File: config.mk
export PLATFORM = sky130hd
export DESIGN_NAME = xbar_slave_write_router
export DESIGN_NICKNAME = d
export VERILOG_FILES = /design/src/rtl/xbar_slave_write_router.sv
export SDC_FILE = /design/constraint.sdc
export NUM_CORES = 1
export LEC_CHECK = 0
export CAP_MARGIN = 25
export CORE_MARGIN = 8
export CORE_UTILIZATION = 40
export CTS_BUF_LIST = sky130_fd_sc_hd__clkbuf_8
export DETAILED_ROUTE_END_ITERATION = 16
export MAX_ROUTING_LAYER = met4
export PLACE_DENSITY = 0.9
export SLEW_MARGIN = 20
export SYNTH_ARGS = -nofsm -noshare
export SYNTH_HDL_FRONTEND = slang
export SYNTH_SLANG_ARGS = --single-unit
File: constraint.sdc
create_clock -name aclk_i -period 8.7 [get_ports aclk_i]
set_clock_uncertainty 0.15 [all_clocks]
set_input_delay 0.87 -clock aclk_i [delete_from_list [all_inputs] [get_ports aclk_i]]
set_output_delay 0.87 -clock aclk_i [all_outputs]
set_load 0.005 [all_outputs]
File: src/rtl/xbar_slave_write_router.sv
// xbar_slave_write_router: steers W beats of the master that won each AW (in grant order) to the slave W path.
// Ports:
//   aclk_i, aresetn_i          clock, asynchronous active-low reset
//   aw_grant_valid_i/master_i/len_i, aw_grant_ready_o
//                              AW forwarded to this slave (push into the order queue)
//   m_wvalid_i/wdata_i/wstrb_i/wlast_i, m_wready_o
//                              per-master W FIFO fronts, packed by master index, and their pop strobes
//   s_wvalid_o/wdata_o/wstrb_o/wlast_o, s_wready_i
//                              beat toward the slave W FIFO
//   pending_count_o            order-queue occupancy
//   len_error_o, err_clr_i     sticky WLAST/AWLEN mismatch flag and its synchronous clear
module xbar_slave_write_router #(
    parameter int MASTERS     = 2,
    parameter int DATA_WIDTH  = 32,
    parameter int STRB_WIDTH  = 4,
    parameter int LEN_WIDTH   = 4,
    parameter int OUTSTANDING = 4,
    parameter int CHECK_LEN   = 1
) (
    input  logic                               aclk_i,
    input  logic                               aresetn_i,
    input  logic                               aw_grant_valid_i,
    input  logic [$clog2(MASTERS)-1:0]         aw_grant_master_i,
    input  logic [LEN_WIDTH-1:0]               aw_grant_len_i,
    output logic                               aw_grant_ready_o,
    input  logic [MASTERS-1:0]                 m_wvalid_i,
    input  logic [MASTERS*DATA_WIDTH-1:0]      m_wdata_i,
    input  logic [MASTERS*STRB_WIDTH-1:0]      m_wstrb_i,
    input  logic [MASTERS-1:0]                 m_wlast_i,
    output logic [MASTERS-1:0]                 m_wready_o,
    output logic                               s_wvalid_o,
    output logic [DATA_WIDTH-1:0]              s_wdata_o,
    output logic [STRB_WIDTH-1:0]              s_wstrb_o,
    output logic                               s_wlast_o,
    input  logic                               s_wready_i,
    output logic [$clog2(OUTSTANDING+1)-1:0]   pending_count_o,
    output logic                               len_error_o,
    input  logic                               err_clr_i
);
    localparam int MW = $clog2(MASTERS);
    localparam int PW = OUTSTANDING > 1 ? $clog2(OUTSTANDING) : 1;
    localparam int CW = $clog2(OUTSTANDING + 1);

    logic [MW-1:0]        master_q [OUTSTANDING];
    logic [LEN_WIDTH-1:0] len_q    [OUTSTANDING];
    logic [PW-1:0]        head_q, head_d, tail_q, tail_d;
    logic [CW-1:0]        count_q, count_d;
    logic [LEN_WIDTH-1:0] beat_cnt_q, beat_cnt_d;
    logic                 len_error_q, len_error_d;
    logic                 empty, full, push, accept, last_beat, burst_end, len_mismatch;
    logic [MW-1:0]        h;
    logic [LEN_WIDTH-1:0] h_len;

    function automatic logic [PW-1:0] nxt(input logic [PW-1:0] p);
        return p == PW'(OUTSTANDING - 1) ? '0 : p + 1'b1;
    endfunction

    always_comb begin
        empty            = count_q == '0;
        full             = count_q == CW'(OUTSTANDING);
        h                = master_q[head_q];
        h_len            = len_q[head_q];
        // Readiness looks only at registered occupancy, so a pop cannot make room for a push in the same cycle.
        push             = aw_grant_valid_i & ~full;
        aw_grant_ready_o = ~full;
        s_wvalid_o       = ~empty & m_wvalid_i[h];
        s_wdata_o        = m_wdata_i[int'(h)*DATA_WIDTH +: DATA_WIDTH];
        s_wstrb_o        = m_wstrb_i[int'(h)*STRB_WIDTH +: STRB_WIDTH];
        last_beat        = beat_cnt_q == h_len;
        accept           = s_wvalid_o & s_wready_i;
        s_wlast_o        = ~empty & (CHECK_LEN != 0 ? last_beat : m_wlast_i[h]);
        burst_end        = accept & (CHECK_LEN != 0 ? last_beat : m_wlast_i[h]);
        len_mismatch     = CHECK_LEN != 0 && accept && (m_wlast_i[h] != last_beat);
        m_wready_o       = '0;
        m_wready_o[h]    = accept;
        head_d           = burst_end ? nxt(head_q) : head_q;
        tail_d           = push ? nxt(tail_q) : tail_q;
        count_d          = count_q + CW'(push) - CW'(burst_end);
        beat_cnt_d       = burst_end ? '0 : accept ? beat_cnt_q + 1'b1 : beat_cnt_q;
        // A new mismatch wins over a clear arriving in the same cycle.
        len_error_d      = len_mismatch | (len_error_q & ~err_clr_i);
        pending_count_o  = count_q;
        len_error_o      = len_error_q;
    end

    always_ff @(posedge aclk_i or negedge aresetn_i) begin
        if (!aresetn_i) begin
            head_q      <= '0;
            tail_q      <= '0;
            count_q     <= '0;
            beat_cnt_q  <= '0;
            len_error_q <= 1'b0;
            for (int i = 0; i < OUTSTANDING; i++) begin
                master_q[i] <= '0;
                len_q[i]    <= '0;
            end
        end else begin
            head_q      <= head_d;
            tail_q      <= tail_d;
            count_q     <= count_d;
            beat_cnt_q  <= beat_cnt_d;
            len_error_q <= len_error_d;
            if (push) begin
                master_q[tail_q] <= aw_grant_master_i;
                len_q[tail_q]    <= aw_grant_len_i;
            end
        end
    end
endmodule

==> summary.txt, run 1 <==
Status
  • Status: finished, final reports clean

Clocking
  • Post-CTS Setup Bufs: 0
  • Sinks on the clock net: 32
  • CTS Root Cell: clkbuf_8
  • Clk pin slew, worst setup/hold paths: 70 ps
  • CTS H-tree depth: 2
  • Clock Path Buffers: 2
  • Post_cts resized: 0
  • Clock latency on the worst-skew pair: 290 ps
  • Inserted Clock Buffers: 5
  • TritonCTS clock tree: built
  • Hold_buf cts: 0

Timing
  • Fmax: 0.2291 GHz
  • Crit share post-route: 50.18%
  • Slew @ Worst Pin: 900.7 ps
  • Slew headroom: 39.95%
  • Max-slew violations: 0
  • Setup_tns: 0 ps
  • Final Hold Viols: 0
  • Final setup violating endpoints: 0
  • Crit path time final: 4365 ps
  • RSZ-0062 raised after global routing: false

Global route
  • Initial antenna violation count: 0
  • Gr usage total: 18.23%
  • GR Overflow Total: 0
  • First-pass GRT wire length: 10340 um
  • Pin count of the biggest net entering global routing: 41
  • Vias in the first global route: 1935

Floorplan
  • Initial Utilization: 40.53%
  • Row cnt: 26
  • Full die area: 7613 um2
  • Core area: 5010 um2
  • Die Span Y: 87.25 um
  • Top-Level Pins: 131
  • Chip width: 87.25 um

Synth
  • Synth cell types: 28
  • YS warnings: 0
  • Cells after Synth: 162
  • Asr flop ratio synth: 100.0%
  • Syn nets: 256
  • EDFF count, synth: 0
  • Register area share after synthesis: 39.43%
  • Most frequent cell after synthesis: mux2_2
  • Number of synthesized register bits: 32
  • Top cells by area, synth: dfrtp_1 (39%), mux2_2 (31%), mux4_2 (5.5%), ha_1 (4.3%), xnor2_1 (3.5%)
  • Leading area contributor after synthesis: dfrtp_1
  • Post-synth top area share: 39.43%
  • Most frequent cells after synthesis: mux2_2 (56), dfrtp_1 (32), nand2_1 (12)
  • Most used DFF post-synth: dfrtp_1
  • Post-Syn Area: 2031 um2
  • Mean post-synth cell area: 12.54 um2

Pwr
  • Switching Share: 33.37%
  • Leak: 1.429 nW
  • Reg power frac: 25.5%
  • Logic pwr share: 63.9%
  • PD cells: 312.8 nW/um2
  • Maximum vdd ir drop: 0.2011 mV
  • Switching power total: 0.0003629 W
  • Clock share of power: 10.6%
  • Internal power: 0.0007246 W

Hold path
  • HP Class: flip-flop to flip-flop
  • Hold Path Origin: len_q[11]$_DFFE_PN0P_
  • Hold Crit Endpoint: len_q[11]$_DFFE_PN0P_
  • Depth of the worst hold-timing path: 1

Place
  • Placed Area: 3387 um2
  • # port buffers: 130
  • Gp weighted congestion: 0.7747
  • DP HPWL: 5647 um

Worst setup path
  • Reg-to-Reg Start: head_q[0]$_DFFE_PN0P_
  • Cell depth of the worst flop-to-flop path: 9
  • Reg2reg setup slack: 4910 ps
  • Crit path kind: flip-flop to output port
  • FF-to-FF End: pending_count_o[2]$_DFF_PN0_
  • WP data arrival: 3350 ps
  • Crit end category: output port
  • Critical Path Fanout Max: 40
  • Startpoint types: flip-flop
  • Crit path launch: head_q[0]$_DFFE_PN0P_
  • Data required, critical path: 7680 ps

Layout
  • Post-route cell area: 3477 um2
  • Nets: 387
  • Layout cells sized above 1: 24.49%
  • Antenna fix cells: 0
  • Syn-to-layout area delta: 71.23%

Routing
  • # DRC: 0
  • Final ANT Viol Nets: 0
  • WL/cell: 18.44 um
  • Routed WL: 6711 um
  • Via density: 4.978
  • Drt initial violations: 42
  • First-pass DRT Iterations: 4
  • Vias: 1812

Job
  • Max-cap viol count: 0
logic make-up after synthesis:
logic type | share of synthesized area [%]
AO/OA/AOI/OAI | 2.280
AND/OR/NAND/NOR | 7.394
multiplexers | 39.06
buffers and inverters | 3.081
XOR/XNOR | 3.451
flip-flops | 39.43
adder cells (fa/ha/maj) | 5.299
registers in the layout, indices dropped and copies added (netlist names):
signal,cells
pending_count_o,3
beat_cnt_q,4
len_error_o,1
len_q,16
head_q,2
tail_q,2
master_q,4
layout make-up:
class	instances	area, um2
clock buffer	6	82.58
clock inverter	2	7.507
fill	380	1533
inverter	6	22.52
multi-input combinational	117	1167
sequential	32	800.8
tap	70	87.58
timing repair buffer	131	1309
routing by layer:
layer	share of wire [%]	track usage, %
met2	49	30.99
met3	11	7.925
met4	3.1	6.719
met5	0	-
met1	37	18.08
how the worst max path moves through the flow:
stage	cells after the start	slack, ps	end
after global routing	5	4090	m_wready_o[0]
after floorplan	11	5720	pending_count_o[2]$_DFF_PN0_
after detailed placement	5	4610	m_wready_o[0]
after CTS	5	4290	m_wready_o[0]
after global placement	5	4630	m_wready_o[0]
final	5	4330	m_wready_o[0]
per-stage QoR:
step	setup WS [ps]	hold WS (ps)	cells	utilization, %	total power (W)
final	4335	354.9	364	69.41	0.001088
after global routing	4089	379.3	364	69.41	0.001160
after CTS	4291	354.7	364	69.41	0.001100
after detailed placement	4607	340.8	356	67.61	0.0009836
after global placement	4625	332.0	356	67.61	0.0009604
after floorplan	5720	323.9	162	-	0.0006768
worst max-delay path, stage by stage, from the launching register on:
cell and delay, ps:
dfrtp_1 570, mux4_2 950, mux2i_1 240, or3b_1 600
nor2_1 160, clkdlybuf4s50_1 530
power groups by stage:
stage                     Clock [W]  Combinational [W]  Sequential (W)
after floorplan                   0           0.000418        0.000259
after global placement            0           0.000684        0.000277
after detailed placement          0           0.000703        0.000280
after CTS                  0.000117           0.000705        0.000278
after global routing       0.000124           0.000746        0.000289
final                      0.000115           0.000695        0.000278
layout by cell type, fill, tap and decap left out, drive strengths merged, types with 3 or more instances in the layout:
master         instances
mux4                   5
ha                     7
clkdlybuf4s50        130
xnor2                  8
clkbuf                 6
dfrtp                 32
nor2                   6
mux2                  58
nand3                  3
o21ai                  4
nand2                 12
inv                    8
No activity file was read; power rests on OpenSTA's default activity.
==> run 2, diff against run 1 <==
--- a/config.mk
+++ b/config.mk
@@ -7,11 +7,11 @@
 export LEC_CHECK = 0
 export CAP_MARGIN = 25
 export CORE_MARGIN = 8
-export CORE_UTILIZATION = 40
+export CORE_UTILIZATION = 34
 export CTS_BUF_LIST = sky130_fd_sc_hd__clkbuf_8
 export DETAILED_ROUTE_END_ITERATION = 16
 export MAX_ROUTING_LAYER = met4
-export PLACE_DENSITY = 0.9
+export PLACE_DENSITY = 0.82
 export SLEW_MARGIN = 20
 export SYNTH_ARGS = -nofsm -noshare
 export SYNTH_HDL_FRONTEND = slang
==> constraint.sdc (replaced) <==
create_clock -name aclk_i -period 3.8 [get_ports aclk_i]
set_clock_uncertainty 0.15 [all_clocks]
set_input_delay 0.38 -clock aclk_i [delete_from_list [all_inputs] [get_ports aclk_i]]
set_output_delay 0.38 -clock aclk_i [all_outputs]
set_load 0.005 [all_outputs]
==> run 2 against run 1 <==
  * Wire length down 1.4%
  * Register-to-register slack worse by 4400 ps
  * First-iteration DRC count down 31%
  * Highest routed layer unchanged
  * Worst setup slack worse by 3900 ps
  * Largest power group unchanged
  * Total power up 130%
  * Global-route usage down 2.5 points
  * Largest cell class unchanged
==> summary.txt, run 2 (synthesis results as in run 1) <==
Status
  • Status: finished, final reports clean

Global route
  • GR Overflow Total: 0
  • Vias in the first global route: 1980
  • First-pass GRT wire length: 10380 um
  • Pin count of the biggest net entering global routing: 40
  • Gr usage total: 15.76%
  • Initial antenna violation count: 0

Timing
  • Crit share post-route: 88.36%
  • Fmax: 0.2978 GHz
  • Final Hold Viols: 0
  • Max-slew violations: 0
  • Slew headroom: 68.98%
  • Crit path time final: 3358 ps
  • Final setup violating endpoints: 0
  • Setup_tns: 0 ps
  • Slew @ Worst Pin: 465.3 ps
  • RSZ-0062 raised after global routing: false
  • Hold Slack: 337.6 ps

Pwr
  • Pwr Total: 0.002537 W
  • Maximum vdd ir drop: 0.3677 mV
  • PD cells: 723.0 nW/um2
  • Leak: 1.440 nW

Layout
  • Nets: 388
  • Largest Register: len_q
  • Most frequent cells in the layout: clkdlybuf4s50_1 (130), mux2_2 (56), dfrtp_1 (32)
  • Antenna fix cells: 0
  • Max reg flops: 16
  • Post-route cell area: 3508 um2
  • Fillers: 500
  • Syn-to-layout area delta: 72.77%
  • Most common cell after layout, fill and taps aside: clkdlybuf4s50_1
  • Largest regs: len_q (16), beat_cnt_q (4), master_q (4)
  • Layout cells sized above 1: 25.08%

Worst setup path
  • Crit-path max cell delay: 600 ps
  • Cell breakdown of the critical path: mux4_2 > mux2i_1 > or3b_1 > nor2_1 > clkdlybuf4s50_1
  • Crit path kind: flip-flop to output port
  • Crit end category: output port
  • Critical Path Fanout Max: 8
  • Startpoint types: flip-flop
  • Slowest CP cell: mux4_2
  • Family with the most delay on the worst path: multiplexers
  • Data required, critical path: 3270 ps
  • WP data arrival: 2830 ps
  • CP bufs+invs: 1

Clocking
  • CTS H-tree depth: 2
  • Inserted Clock Buffers: 5
  • TritonCTS clock tree: built
  • Post_cts resized: 0
  • Hold_buf cts: 0
  • CTS Root Cell: clkbuf_8
  • Clk pin slew, worst setup/hold paths: 60 ps
  • Post-CTS Setup Bufs: 0
  • Sinks on the clock net: 32
  • Clock latency on the worst-skew pair: 290 ps
  • Clock Path Buffers: 2

Routing
  • Vias: 1763
  • Via density: 4.765
  • Routed WL: 6617 um
  • First-pass DRT Iterations: 4
  • # DRC: 0
  • Final ANT Viol Nets: 0
  • WL/cell: 17.88 um
  • Drt initial violations: 29

Floorplan
  • Full die area: 8701 um2
  • Core area: 5851 um2
  • Row cnt: 28
  • Die Span Y: 93.28 um
  • Top-Level Pins: 131
  • Initial Utilization: 34.71%
  • Chip width: 93.28 um

Place
  • DP HPWL: 5551 um
  • # port buffers: 130
  • Gp weighted congestion: 0.8224
  • Placed Area: 3401 um2

Job
  • Max-cap viol count: 0

Hold path
  • HP Class: input pin to async pin
## run 2: cell count changes in the layout (fill, tap and decap cells not counted)
cell       delta
inv_1         -1
buf_4         +1
clkinv_2      +1
bufinv_16     +1
clkbuf_8      -1
## run 2: worst reg2reg max path, delay by kind of cell (launching register included)
kind / cells / cell delay, ps
multiplexers: 2 / 750
AND/OR/NAND/NOR: 2 / 750
adder cells (fa/ha/maj): 2 / 580
flip-flops: 1 / 560
XOR/XNOR: 3 / 390
## run 2: power by group
part,switching [W],internal (W),total (W),leakage (nW)
logic,0.000568,0.00101,0.00158,0.998
clock network,0.000127,0.000192,0.000319,0.0593
registers,0.000130,0.000509,0.000638,0.382
## run 2: worst paths after layout
| check | to | slack (ps) | depth (start not counted) | start |
|---|---|---|---|---|
| hold reg to reg | master_q[3]$_DFFE_PN0P_ | 360 | 1 | master_q[3]$_DFFE_PN0P_ |
| min in group aclk_i | master_q[3]$_DFFE_PN0P_ | 360 | 1 | master_q[3]$_DFFE_PN0P_ |
| max in group asynchronous | pending_count_o[1]$_DFF_PN0_ | 2870 | 2 | aresetn_i |
| setup reg to reg | pending_count_o[2]$_DFF_PN0_ | 550 | 9 | head_q[0]$_DFFE_PN0P_ |
| hold / removal | beat_cnt_q[1]$_DFFE_PN0P_ | 340 | 2 | aresetn_i |
| setup / recovery | m_wready_o[0] | 440 | 5 | head_q[0]$_DFFE_PN0P_ |
## run 2: cell type report
cell class	count	area [um2]	area share, %
repair buffers	132	1316	37.52
multi-input cells	117	1167	33.27
flip-flops and latches	32	800.8	22.82
well taps	75	93.84	2.675
clock buffers	5	68.82	1.961
clock inverters	3	38.79	1.106
inverters	6	22.52	0.6419
## run 2: stage by stage
step,std cells,util (%),setup slack (ps)
4_1_cts,370,59.97,401.0
3_3_place_gp,362,58.13,597.2
2_1_floorplan,162,-,819.6
6_report,370,59.97,442.4
5_1_grt,370,59.97,275.7
3_5_place_dp,362,58.13,544.7
## run 2: layer usage
metal | track usage [%] | vias to the layer above | routed length, um
met5 | - | - | 0
met4 | 5.235 | 0 | 114
met3 | 5.288 | 10 | 517
met2 | 27.44 | 71 | 3237
met1 | 16.25 | 837 | 2748
li1 | - | 845 | -
==> run 3, diff against run 2 <==
--- a/config.mk
+++ b/config.mk
@@ -10,6 +10,7 @@
 export CORE_UTILIZATION = 34
 export CTS_BUF_LIST = sky130_fd_sc_hd__clkbuf_8
 export DETAILED_ROUTE_END_ITERATION = 16
+export GPL_ROUTABILITY_DRIVEN = 0
 export MAX_ROUTING_LAYER = met4
 export PLACE_DENSITY = 0.82
 export SLEW_MARGIN = 20
==> results of run 3 <==
Same layout as run 2: the final DEF is identical, and so are final timing and power.
